<file path="src/rtl/rsa_pkg.sv">
// Shared definitions for the RSA modular-exponentiation core: FSM state
// encoding and the modular multiplier's fixed latency.
package rsa_pkg;

    typedef enum logic [2:0] {
        IDLE  = 3'd0,
        CHECK = 3'd1,
        SQR   = 3'd2,
        MUL   = 3'd3,
        FIN   = 3'd4
    } rsa_state_t;

    // Cycles per modular product: one issue cycle, one per operand bit, one capture.
    function automatic int mul_latency(input int width);
        return width + 2;
    endfunction

endpackage

</file>
<file path="src/rtl/rsa_modmul.sv">
// MSB-first interleaved shift-add-subtract modular multiplier: p = a*b mod n,
// with a, b < n, in exactly mul_latency(WIDTH) cycles from the go cycle.
module rsa_modmul
    import rsa_pkg::*;
#(
    parameter int WIDTH = 8
) (
    input  logic             clk,
    input  logic             rst,
    input  logic             go,
    input  logic [WIDTH-1:0] a,
    input  logic [WIDTH-1:0] b,
    input  logic [WIDTH-1:0] n,
    output logic             busy,
    output logic             done,
    output logic [WIDTH-1:0] p
);

    localparam int LAT = mul_latency(WIDTH);
    localparam int CW  = $clog2(LAT);
    localparam logic [CW-1:0] CAP_CYC = CW'(LAT - 1);

    logic [CW-1:0]    cyc;
    logic [WIDTH-1:0] a_q;
    logic [WIDTH-1:0] b_q;
    logic [WIDTH-1:0] n_q;
    logic [WIDTH+1:0] n_ext;
    logic [WIDTH+1:0] dbl;
    logic [WIDTH+1:0] red1;
    logic [WIDTH+1:0] sum;
    logic [WIDTH-1:0] next_p;

    // Each step doubles, reduces, conditionally adds a, reduces again, so the
    // running value stays below n and every sum fits in WIDTH+2 bits.
    always_comb begin
        n_ext  = {2'b00, n_q};
        dbl    = {1'b0, p, 1'b0};
        red1   = (dbl >= n_ext) ? (dbl - n_ext) : dbl;
        sum    = red1 + (b_q[WIDTH-1] ? {2'b00, a_q} : '0);
        next_p = WIDTH'((sum >= n_ext) ? (sum - n_ext) : sum);
    end

    assign busy = (cyc != '0);
    assign done = (cyc == CAP_CYC);

    always_ff @(posedge clk or negedge rst) begin
        if (!rst) begin
            cyc <= '0;
            a_q <= '0;
            b_q <= '0;
            n_q <= '0;
            p   <= '0;
        end else if (cyc == '0) begin
            if (go) begin
                a_q <= a;
                b_q <= b;
                n_q <= n;
                p   <= '0;
                cyc <= CW'(1);
            end
        end else if (cyc == CAP_CYC) begin
            cyc <= '0;
        end else begin
            p   <= next_p;
            b_q <= {b_q[WIDTH-2:0], 1'b0};
            cyc <= cyc + CW'(1);
        end
    end

endmodule

</file>
<file path="src/rtl/rsa_modexp_core.sv">
// Constant-time left-to-right square-and-multiply modular exponentiation:
// result = message^(mode ? d : e) mod n, with operand checking.
module rsa_modexp_core
    import rsa_pkg::*;
#(
    parameter int WIDTH = 8
) (
    input  logic             clk,
    input  logic             rst,
    input  logic             start,
    input  logic             mode,
    input  logic [WIDTH-1:0] message,
    input  logic [WIDTH-1:0] n,
    input  logic [WIDTH-1:0] e,
    input  logic [WIDTH-1:0] d,
    output logic             busy,
    output logic             done,
    output logic [WIDTH-1:0] result,
    output logic             err,
    output rsa_state_t       fsm_state
);

    localparam int IW = $clog2(WIDTH);

    // Handshake: start is taken on a rising edge only while busy=0; busy is high
    // from the next cycle until the edge that raises the one-cycle done pulse.
    rsa_state_t       state;
    rsa_state_t       state_next;
    logic [WIDTH-1:0] msg_q;
    logic [WIDTH-1:0] n_q;
    logic [WIDTH-1:0] exp_q;
    logic [WIDTH-1:0] acc;
    logic [IW-1:0]    idx;
    logic             chk_err;
    logic             operands_bad;
    logic             mm_go;
    logic             mm_busy;
    logic             mm_done;
    logic [WIDTH-1:0] mm_b;
    logic [WIDTH-1:0] mm_p;

    assign operands_bad = (n_q < WIDTH'(2)) || (msg_q >= n_q);
    assign fsm_state    = state;

    always_comb begin
        state_next = state;
        mm_go      = 1'b0;
        mm_b       = acc;
        case (state)
            IDLE:  if (start) state_next = CHECK;
            CHECK: state_next = operands_bad ? FIN : SQR;
            SQR: begin
                mm_go = !mm_busy;
                if (mm_done) state_next = MUL;
            end
            MUL: begin
                // Product is always formed so timing never depends on the exponent.
                mm_b  = msg_q;
                mm_go = !mm_busy;
                if (mm_done) state_next = (idx == '0) ? FIN : SQR;
            end
            FIN:     state_next = IDLE;
            default: state_next = IDLE;
        endcase
    end

    always_ff @(posedge clk or negedge rst) begin
        if (!rst) state <= IDLE;
        else      state <= state_next;
    end

    always_ff @(posedge clk or negedge rst) begin
        if (!rst) begin
            msg_q   <= '0;
            n_q     <= '0;
            exp_q   <= '0;
            acc     <= '0;
            idx     <= '0;
            chk_err <= 1'b0;
            busy    <= 1'b0;
            done    <= 1'b0;
            result  <= '0;
            err     <= 1'b0;
        end else begin
            done <= 1'b0;
            case (state)
                IDLE: begin
                    if (start) begin
                        msg_q <= message;
                        n_q   <= n;
                        exp_q <= mode ? d : e;
                        busy  <= 1'b1;
                    end
                end
                CHECK: begin
                    chk_err <= operands_bad;
                    acc     <= operands_bad ? '0 : WIDTH'(1);
                    idx     <= IW'(WIDTH - 1);
                end
                SQR: if (mm_done) acc <= mm_p;
                MUL: begin
                    if (mm_done) begin
                        if (exp_q[idx]) acc <= mm_p;
                        idx <= idx - IW'(1);
                    end
                end
                FIN: begin
                    result <= acc;
                    err    <= chk_err;
                    done   <= 1'b1;
                    busy   <= 1'b0;
                end
                default: ;
            endcase
        end
    end

    rsa_modmul #(.WIDTH(WIDTH)) u_modmul (
        .clk  (clk),
        .rst  (rst),
        .go   (mm_go),
        .a    (acc),
        .b    (mm_b),
        .n    (n_q),
        .busy (mm_busy),
        .done (mm_done),
        .p    (mm_p)
    );

endmodule
</file>
<file path="config.mk">
export PLATFORM = sky130hd
export DESIGN_NAME = rsa_modexp_core
export DESIGN_NICKNAME = d
export VERILOG_FILES = /design/src/rtl/rsa_pkg.sv /design/src/rtl/rsa_modmul.sv /design/src/rtl/rsa_modexp_core.sv
export SDC_FILE = /design/constraint.sdc
export NUM_CORES = 1
export LEC_CHECK = 0
export CORE_MARGIN = 8
export CORE_UTILIZATION = 45
export DETAILED_ROUTE_END_ITERATION = 7
export GPL_ROUTABILITY_DRIVEN = 0
export PLACE_DENSITY = 0.65
export SLEW_MARGIN = 0
export SYNTH_ARGS = -nofsm -noshare
export SYNTH_HDL_FRONTEND = slang
export SYNTH_SLANG_ARGS = --single-unit
</file>
<file path="constraint.sdc">
create_clock -name clk -period 5.5 [get_ports clk]
set_clock_uncertainty 0.2 [all_clocks]
set_input_delay 0.825 -clock clk [delete_from_list [all_inputs] [get_ports clk]]
set_output_delay 0.825 -clock clk [all_outputs]
set_load 0.01 [all_outputs]
</file>
# After elaboration in Yosys (flattened, before gate mapping)
# Index checks and enable logic that the tools add are counted.
op_classes:
  mux: 33
  n_lt_le_gt_ge: 5
  add_sub_neg: 5
  n_eq_ne: 11
  reduce_logical: 17
ops:
  columns: ["op", "n"]
  rows:
  - ["two-way mux 8 bit", 13]
  - ["case mux 8 bit (3 select lines)", 1]
  - ["two-way mux 3 bit", 6]
  - ["two-way mux 4 bit", 3]
  - ["case mux 3 bit (4 select lines)", 1]
  - ["adder 10 x 8 -> 10 bit", 1]
  - [">= comparator 10 x 8 -> 1 bit", 1]
  - ["two-way mux 10 bit", 1]
  - ["inequality test 2 bit (second input constant)", 5]
  - ["AND reduction 2 bit", 5]
  - ["subtractor 9 x 8 -> 10 bit", 1]
  - [">= comparator 9 x 8 -> 1 bit", 1]
  - [">= comparator 8 bit", 1]
  - ["< comparator 8 x 2 -> 1 bit (second input constant)", 1]
  - ["subtractor 8 bit", 1]
  - ["== test 3 x 2 -> 1 bit (second input constant)", 2]
  - ["zero test 3 bit", 2]
  - ["case mux 3 bit (2 select lines)", 1]
  - ["two-way mux 1 bit", 5]
  - ["adder 4 x 1 -> 4 bit (second input constant)", 1]
  - ["== test 4 bit (second input constant)", 1]
  - ["zero test 4 bit", 1]
  - ["< comparator 3 x 4 -> 1 bit (second input constant)", 1]
  - ["AND reduction 4 bit", 1]
  - ["13 further kinds", 14]
word_totals:
  in_bits: 36
  regBits: 86

# Depth between registers and ports, before layout
depth:
  word_depth: 7
  depth_mapped: 23
  mapped_depth_nobuf: 22

# By module
# Synthesis repeated with hierarchy kept, for this count alone.
hier_totals:
  hier_cells: 552
  area_unflattened_um2: 5398.9
modules_own_cells:
  columns: ["mod", "seq_area_each_um2", "area_per_inst_um2", "instances", "cells_each"]
  rows:
  - ["rsa_modmul", 900.9, 2930.3, 1, 330]
  - ["rsa_modexp_core", 1251.2, 2468.6, 1, 222]

# Least setup slack after synthesis
# OpenSTA, ideal clock, no wires.
synth_timing:
  path_kind: "reg2reg"
  startpoint: "register u_modmul.p[0]"
  endpoint: "register u_modmul.p[1]"
  setup_time_ps: 95
  path_stages_with_launch: 23
  t_arrival_ps: 4606
  slack_ps: 598
  path_buffers: 1
  cell_sequence: "dfrtp_1 -> inv_1 -> fa_1 -> nand2b_1 -> a21o_1 -> a21oi_1 -> nor2_1 -> nand2_1 -> clkbuf_1 -> nor2_1 -> a21oi_1 -> ha_1 -> nor2b_1 -> o31a_1 -> o21a_1 -> nor2_1 -> xnor2_1 -> ha_1 -> or2_2 -> o311a_1 -> a211o_1 -> o31a_1 -> o31ai_1"
synth_via:
  elab_chain_len: 7
  word_cells_on_any_way: 9
  classes_between: "add/sub: 3; order compare: 2; mux: 4"
synth_rtl:
  columns: ["element", "line_no", "source"]
  rows:
  - ["start: declaration", "rsa_modmul.sv:16", "output logic [WIDTH-1:0] p"]
  - ["start signal: assignment", "rsa_modmul.sv:64", "p <= next_p;"]
  - ["subtractor 9 x 8 -> 10 bit / >= comparator 9 x 8 -> 1 bit (equally long branches)", "rsa_modmul.sv:38", "red1 = (dbl >= n_ext) ? (dbl - n_ext) : dbl;"]
  - ["two-way mux 10 bit *", "rsa_modmul.sv:38", null]
  - ["adder 10 x 8 -> 10 bit *", "rsa_modmul.sv:39", "sum = red1 + (b_q[WIDTH-1] ? {2'b00, a_q} : '0);"]
  - ["subtractor 8 bit / >= comparator 10 x 8 -> 1 bit (equally long branches)", "rsa_modmul.sv:40", "next_p = WIDTH'((sum >= n_ext) ? (sum - n_ext) : sum);"]
  - ["two-way mux 8 bit *", "rsa_modmul.sv:40", null]
  - ["two-way mux 8 bit *", "rsa_modmul.sv:61", "end else if (cyc == CAP_CYC) begin"]
  - ["two-way mux 8 bit *", "rsa_modmul.sv:53", "end else if (cyc == '0) begin"]
# Every way passes the cells marked *; elsewhere a longest branch is shown, timed or not. The select of a mux whose other input is x is not followed.
# A chain may end at the register's enable or synchronous reset.

# Final worst setup path
# Ends and elaborated chain as after synthesis.

==> metrics.md <==
| Metric | Value |
|---|---|
| Tmin final | `5.240 ns` |
| Later-pin clock latency in the skew report | `0.34 ns` |
| Yosys Warn Count | `0` |
| Die Span Y | `124.1 um` |
| Slew headroom | `0.2851` |
| Vias in the first global route | `4189` |
| Largest net degree at the start of global routing | `87` |
| Yosys cell types | `55` |
| Final hold vios | `0` |
| Drt first pass iters | `4` |
| Area growth syn-to-layout | `17.98%` |
| Sequential share of the synthesized area | `0.4096` |
| Antenna violations before repair | `0` |
| Iteration-0 DRC Markers | `266` |
| CP Max Fanout | `12` |
| Clock Path Buffers | `2` |
| CTS tree | `built` |
| Number of flops mapped to enable cells by yosys | `0` |
| Row Count | `39` |
| Top FF cell, synth | `dfrtp_1` |
| # setup viols final | `0` |
| Least-Margin Pin Slew | `1.072 ns` |
| Die Span X | `124.1 um` |
| Reg clk slew, reported paths | `0.07 ns` |
| Setup crit end kind | `flop` |
| #FFs+latches synth | `86` |
| GR Util All Layers | `0.1761` |
| Vias per std cell | `5.713` |
| WS Path Type | `reg -> reg` |
| Proportion of layout cells with a drive suffix above 1 | `0.09772` |
| Slew Viols, Final | `0` |
| Avg Synthesized Cell Area | `9.382 um^2` |
| H-tree Lvls | `3` |
| Core area | `11420 um^2` |
| Initial Util | `0.4601` |
| # nets final | `685` |
| Synthesized instance count | `560` |
| Detailed placement HPWL | `9.904 mm` |
| Final antenna-violating net count | `0` |
| Max-Cap Viols | `0` |
| Async S/R FF share, synth | `1.000` |
| WP data required | `5.55 ns` |
| Final period utilization | `0.9527` |
| Outcome | `finished clean` |
| Fmax | `190.9 MHz` |
| Root buffer cell | `clkbuf_16` |
| Buffers added on ports | `49` |
| Syn_nets | `636` |
| Post-layout util | `0.5428` |
| Clk sink count | `86` |
| Cell area after synthesis | `5254 um^2` |
| DIE AREA | `15390 um^2` |
| Total Wirelength | `12.82 mm` |
| Global-route wire length before repair | `21.20 mm` |
| Critical Path Start Type | `flop` |
| Number of remaining DRC errors | `0` |
| I/O pin total | `50` |
| Total CTS buffers | `9` |
| Total gr overflow | `0` |
| HP Class | `reg -> reg` |
| Drt wl/cell | `16.94 um` |
| Inserted Diodes | `0` |
| Crit path DAT | `5.29 ns` |
| Via count | `4325` |
[final timing paths]
path | start | end | slack [ns] | cells past startpoint
setup reg to reg | u_modmul.p[0] | u_modmul.p[1] | 0.26 | 20
min in group asynchronous | rst | done | 0.47 | 1
hold reg to reg | u_modmul.b_q[2] | u_modmul.b_q[2] | 0.28 | 2
setup / recovery | u_modmul.p[0] | u_modmul.p[1] | 0.26 | 20
max in group asynchronous | rst | u_modmul.p[0] | 3.89 | 1
hold / removal | u_modmul.b_q[2] | u_modmul.b_q[2] | 0.28 | 2
[per-stage QoR]
step           TNS (ns)  hold WS (ns)  std cells  instance area (um^2)  setup slack, ns
3_5_place_dp          0        0.2708        738                  5889           0.1677
5_1_grt        -0.04444        0.3085        757                  6198         -0.02937
3_3_place_gp          0        0.2643        738                  5889           0.3991
6_report              0        0.2813        757                  6198           0.2604
4_1_cts               0        0.2852        754                  6165           0.1436
2_1_floorplan         0        0.2498        560                  5254           0.5981
[per-layer routing]
layer  share of wire  global-route usage
met5               0                   0
met1            0.47              0.2422
met2            0.46              0.2641
met3           0.050             0.03898
met4           0.018             0.06914
[cells in the final DEF (no fill, tap or decap), types with 23 or more instances in the layout]
| cell | instances |
|---|---|
| a21oi_1 | 47 |
| clkdlybuf4s50_1 | 48 |
| dfrtp_1 | 85 |
| ha_1 | 37 |
| inv_1 | 34 |
| mux2_2 | 23 |
| nand2_1 | 59 |
| nand3_1 | 26 |
| nor2_1 | 40 |
| o21ai_0 | 42 |
[cell usage after synthesis, drive strengths merged, types with 11 or more instances]
cell	instances	area (um^2)
clkbuf	16	60.06
inv	34	127.6
nand3	26	130.1
mux2i	11	110.1
dfrtp	86	2152
a21oi	47	235.2
mux2	30	337.8
nor2	40	150.1
ha	37	462.9
nand2	60	225.2
o21ai	48	240.2
xnor2	16	140.1
[worst max-delay path, cell delays in order (launching register included)]
cell and delay, ns:
dfrtp_2 0.43, inv_1 0.08, fa_1 0.46, nand2b_1 0.19, a21o_1 0.16, a21oi_1 0.21, nor2_1 0.10, nand2_2 0.22
nand2_1 0.11, o21a_1 0.11, ha_1 0.27, a21oi_1 0.22, o2111a_1 0.30, xnor2_1 0.19, ha_1 0.31, inv_1 0.11
o221ai_1 0.19, o311a_1 0.42, a211o_1 0.35, o31a_1 0.33, o31ai_1 0.18
[cell type report]
class | instances | area, um^2
inverter | 34 | 127.6
timing repair buffer | 56 | 540.5
sequential | 86 | 2153
tap | 143 | 178.9
fill | 1067 | 5220
multi-input combinational | 422 | 2923
clock inverter | 7 | 50.05
clock buffer | 9 | 225.2
[registers in the layout, summed over array words and instances, names as in the netlist, 3 cells and up]
signal	count
u_modmul.a_q	8
msg_q	8
u_modmul.p	8
acc	8
exp_q	8
u_modmul.b_q	8
u_modmul.n_q	8
fsm_state	3
n_q	8
u_modmul.cyc	4
idx	3
result	8
[what timing repair did]
action	in CTS	in global routing
buffers inserted	0	3
gates resized for setup	0	3
hold buffers	0	0
setup endpoints to repair	0	8
[cell families (layout without fill, tap and decap cells)]
logic type	Yosys count	after routing	share of synthesized area
AOI/OAI and AO/OA	156	156	0.1855
xor gates and xnor gates	17	17	0.02834
adders and majority gates	40	40	0.09955
muxes	43	43	0.09383
and+or+nand+nor	166	166	0.1460
buffers and inverters	52	106	0.03715
DFF	86	86	0.4096
Power is not shown: default switching activity piles up to over one toggle a cycle in this logic, so the estimate is an artifact.
==> edit (config.mk and constraints unchanged) <==
Register the input `mode` before use, without a reset. The logic sees it one clock later. The other inputs are not delayed to match.
--- a/src/rtl/rsa_modexp_core.sv
+++ b/src/rtl/rsa_modexp_core.sv
@@ -22,4 +22,10 @@
 
     localparam int IW = $clog2(WIDTH);
+
+    logic mode_q;
+
+    always_ff @(posedge clk) begin
+        mode_q <= mode;
+    end
 
     // Handshake: start is taken on a rising edge only while busy=0; busy is high
@@ -89,5 +95,5 @@
                         msg_q <= message;
                         n_q   <= n;
-                        exp_q <= mode ? d : e;
+                        exp_q <= mode_q ? d : e;
                         busy  <= 1'b1;
                     end
Formal check against the unedited RTL: no difference found for any inputs over 10 cycles, from zero or initial values and one cycle with rst low; that may be too few to reach the edited logic, so the function may still have changed.
==> edit against the original RTL <==
Design area rose by 1.1%. Sequential share of layout area fell by 0.055 points. Synthesized cell count rose by 0.18%. Cell count fell by 0.40%. Synthesized area rose by 0.95%. Setup slack improved by 0.046 ns. Wire length fell by 1.1%. Count of clock-buffer cells in the layout rose by 2. Sequential cell count rose by 1. Non-clock buffer count fell by 3. First-iteration DRC count fell by 17%.
Power is not shown: default switching activity piles up to over one toggle a cycle in this logic, so the estimate is an artifact.
==> edit: results (changes against the original RTL) <==
outcome: "finished, final reports clean"
synth_warnings: 0  # unchanged
first_pass_iters: 5  # +1
n_fill_cell: 1015  # -4.9%
crit_end: "u_modmul.p[1]$_DFFE_PN0P_"
ctsRootBufferMaster: "clkbuf_16"
slowest_delay_ns: 0.46  # about the same
clk-insertion-delay-late_ns: 0.34  # about the same
slew_headroom: 0.390  # +0.105
n_antenna_cell: 0  # unchanged
drt_iter0_markers: 222  # -17%
synthTopCellsByCount: "86 x dfrtp_1, 60 x nand2_1, 46 x a21oi_1"
drive_above_1_share: 0.0966  # -0.00116
synth_area_leaders: "dfrtp_1 41%, ha_1 8.7%, mux2_2 4.9%"
wirelength_um: 12700  # -1.1%
grt_max_degree: 48  # -45%
hp-class: "input port to asynchronous set/reset pin"
htreeDepth: 3  # unchanged
grt_pass1_wl_um: 21000  # -0.78%
fin_crit_sh: 0.944  # -0.00840
first_global_vias: 4195  # +0.14%
crit_arrival_ns: 5.24  # -0.05 ns
cp_max_fo: 7  # -5
place_ws_ns: 0.223  # +0.0557 ns
cts.path.max_buffers: 2  # unchanged
crit_path_start: "u_modmul.p[0]$_DFFE_PN0P_"
portBuffers: 49  # unchanged
antenna_found_initial: 0  # unchanged
async_reset_ff_frac: 0.989  # -0.0115
dpl.hpwl_um: 9890  # about the same
ff2ff_path_depth: 20  # unchanged
postPlaceCellArea_mm2: 0.00594  # +0.91%
vias_per_cell: 5.65  # -1.2%
yosysSeqAreaShare: 0.410  # about the same
ys_types: 58  # +5.5%
synth_nets: 637  # +0.16%
num-nets-final: 683  # -0.29%
grtUsageTotal: 0.166  # -0.0102
path_delay_family: "compound AO/OA/AOI/OAI gates"
rrSetupSlack_ns: 0.31  # +0.05 ns
[edit: cell types whose count changed after synthesis]
cell	before	now
a211oi_4	0	1
a211o_1	3	2
o31ai_1	5	6
dfxtp_1	0	1
a21oi_1	47	46
o21ai_1	6	5
clkbuf_1	16	15
a211oi_2	1	0
buf_1	2	3
a21oi_4	0	1
a211o_4	0	1
[edit: layer usage]
metal | GRT usage | vias to the layer above | share of wire
li1 | - | 2093 | -
met1 | 0.222 | 2013 | 0.47
met2 | 0.248 | 134 | 0.44
met3 | 0.0540 | 17 | 0.068
met4 | 0.0524 | 0 | 0.016
met5 | 0 | - | 0
[edit: stage by stage]
stage                     cells  hold WS (ns)
after global routing        754         0.297
after CTS                   754         0.278
after global placement      739         0.263
after detailed placement    739         0.272
final                       754         0.257
after floorplan             561         0.249
[edit: repair_timing]
| item | 4_1_cts | 5_1_grt |
|---|---|---|
| endpoints found under the setup margin | 0 | 8 |
| gates resized for setup | 0 | 3 |
| hold buffers | 0 | 0 |
| setup buffers | 0 | 0 |
[edit: cells by family (layout without fill, tap and decap cells)]
family / count (synthesis) / count (layout) / share of synthesized area
AOI/OAI and AO/OA: 156 / 156 / 0.189
xor gates and xnor gates: 17 / 17 / 0.0281
adders and majority gates: 40 / 40 / 0.0986
buffers and inverters: 52 / 102 / 0.0368
DFF: 87 / 87 / 0.410
muxes: 43 / 43 / 0.0929
and+or+nand+nor: 166 / 166 / 0.145
[edit: layout make-up]
| class | count | area [µm²] | share of cell area |
|---|---|---|---|
| clock inverters | 4 | 70.1 | 0.0112 |
| multi-input cells | 422 | 2960 | 0.472 |
| inverters | 34 | 128 | 0.0204 |
| repair buffers | 53 | 518 | 0.0827 |
| clock buffers | 11 | 243 | 0.0387 |
| flip-flops and latches | 87 | 2170 | 0.347 |
| well taps | 143 | 179 | 0.0286 |
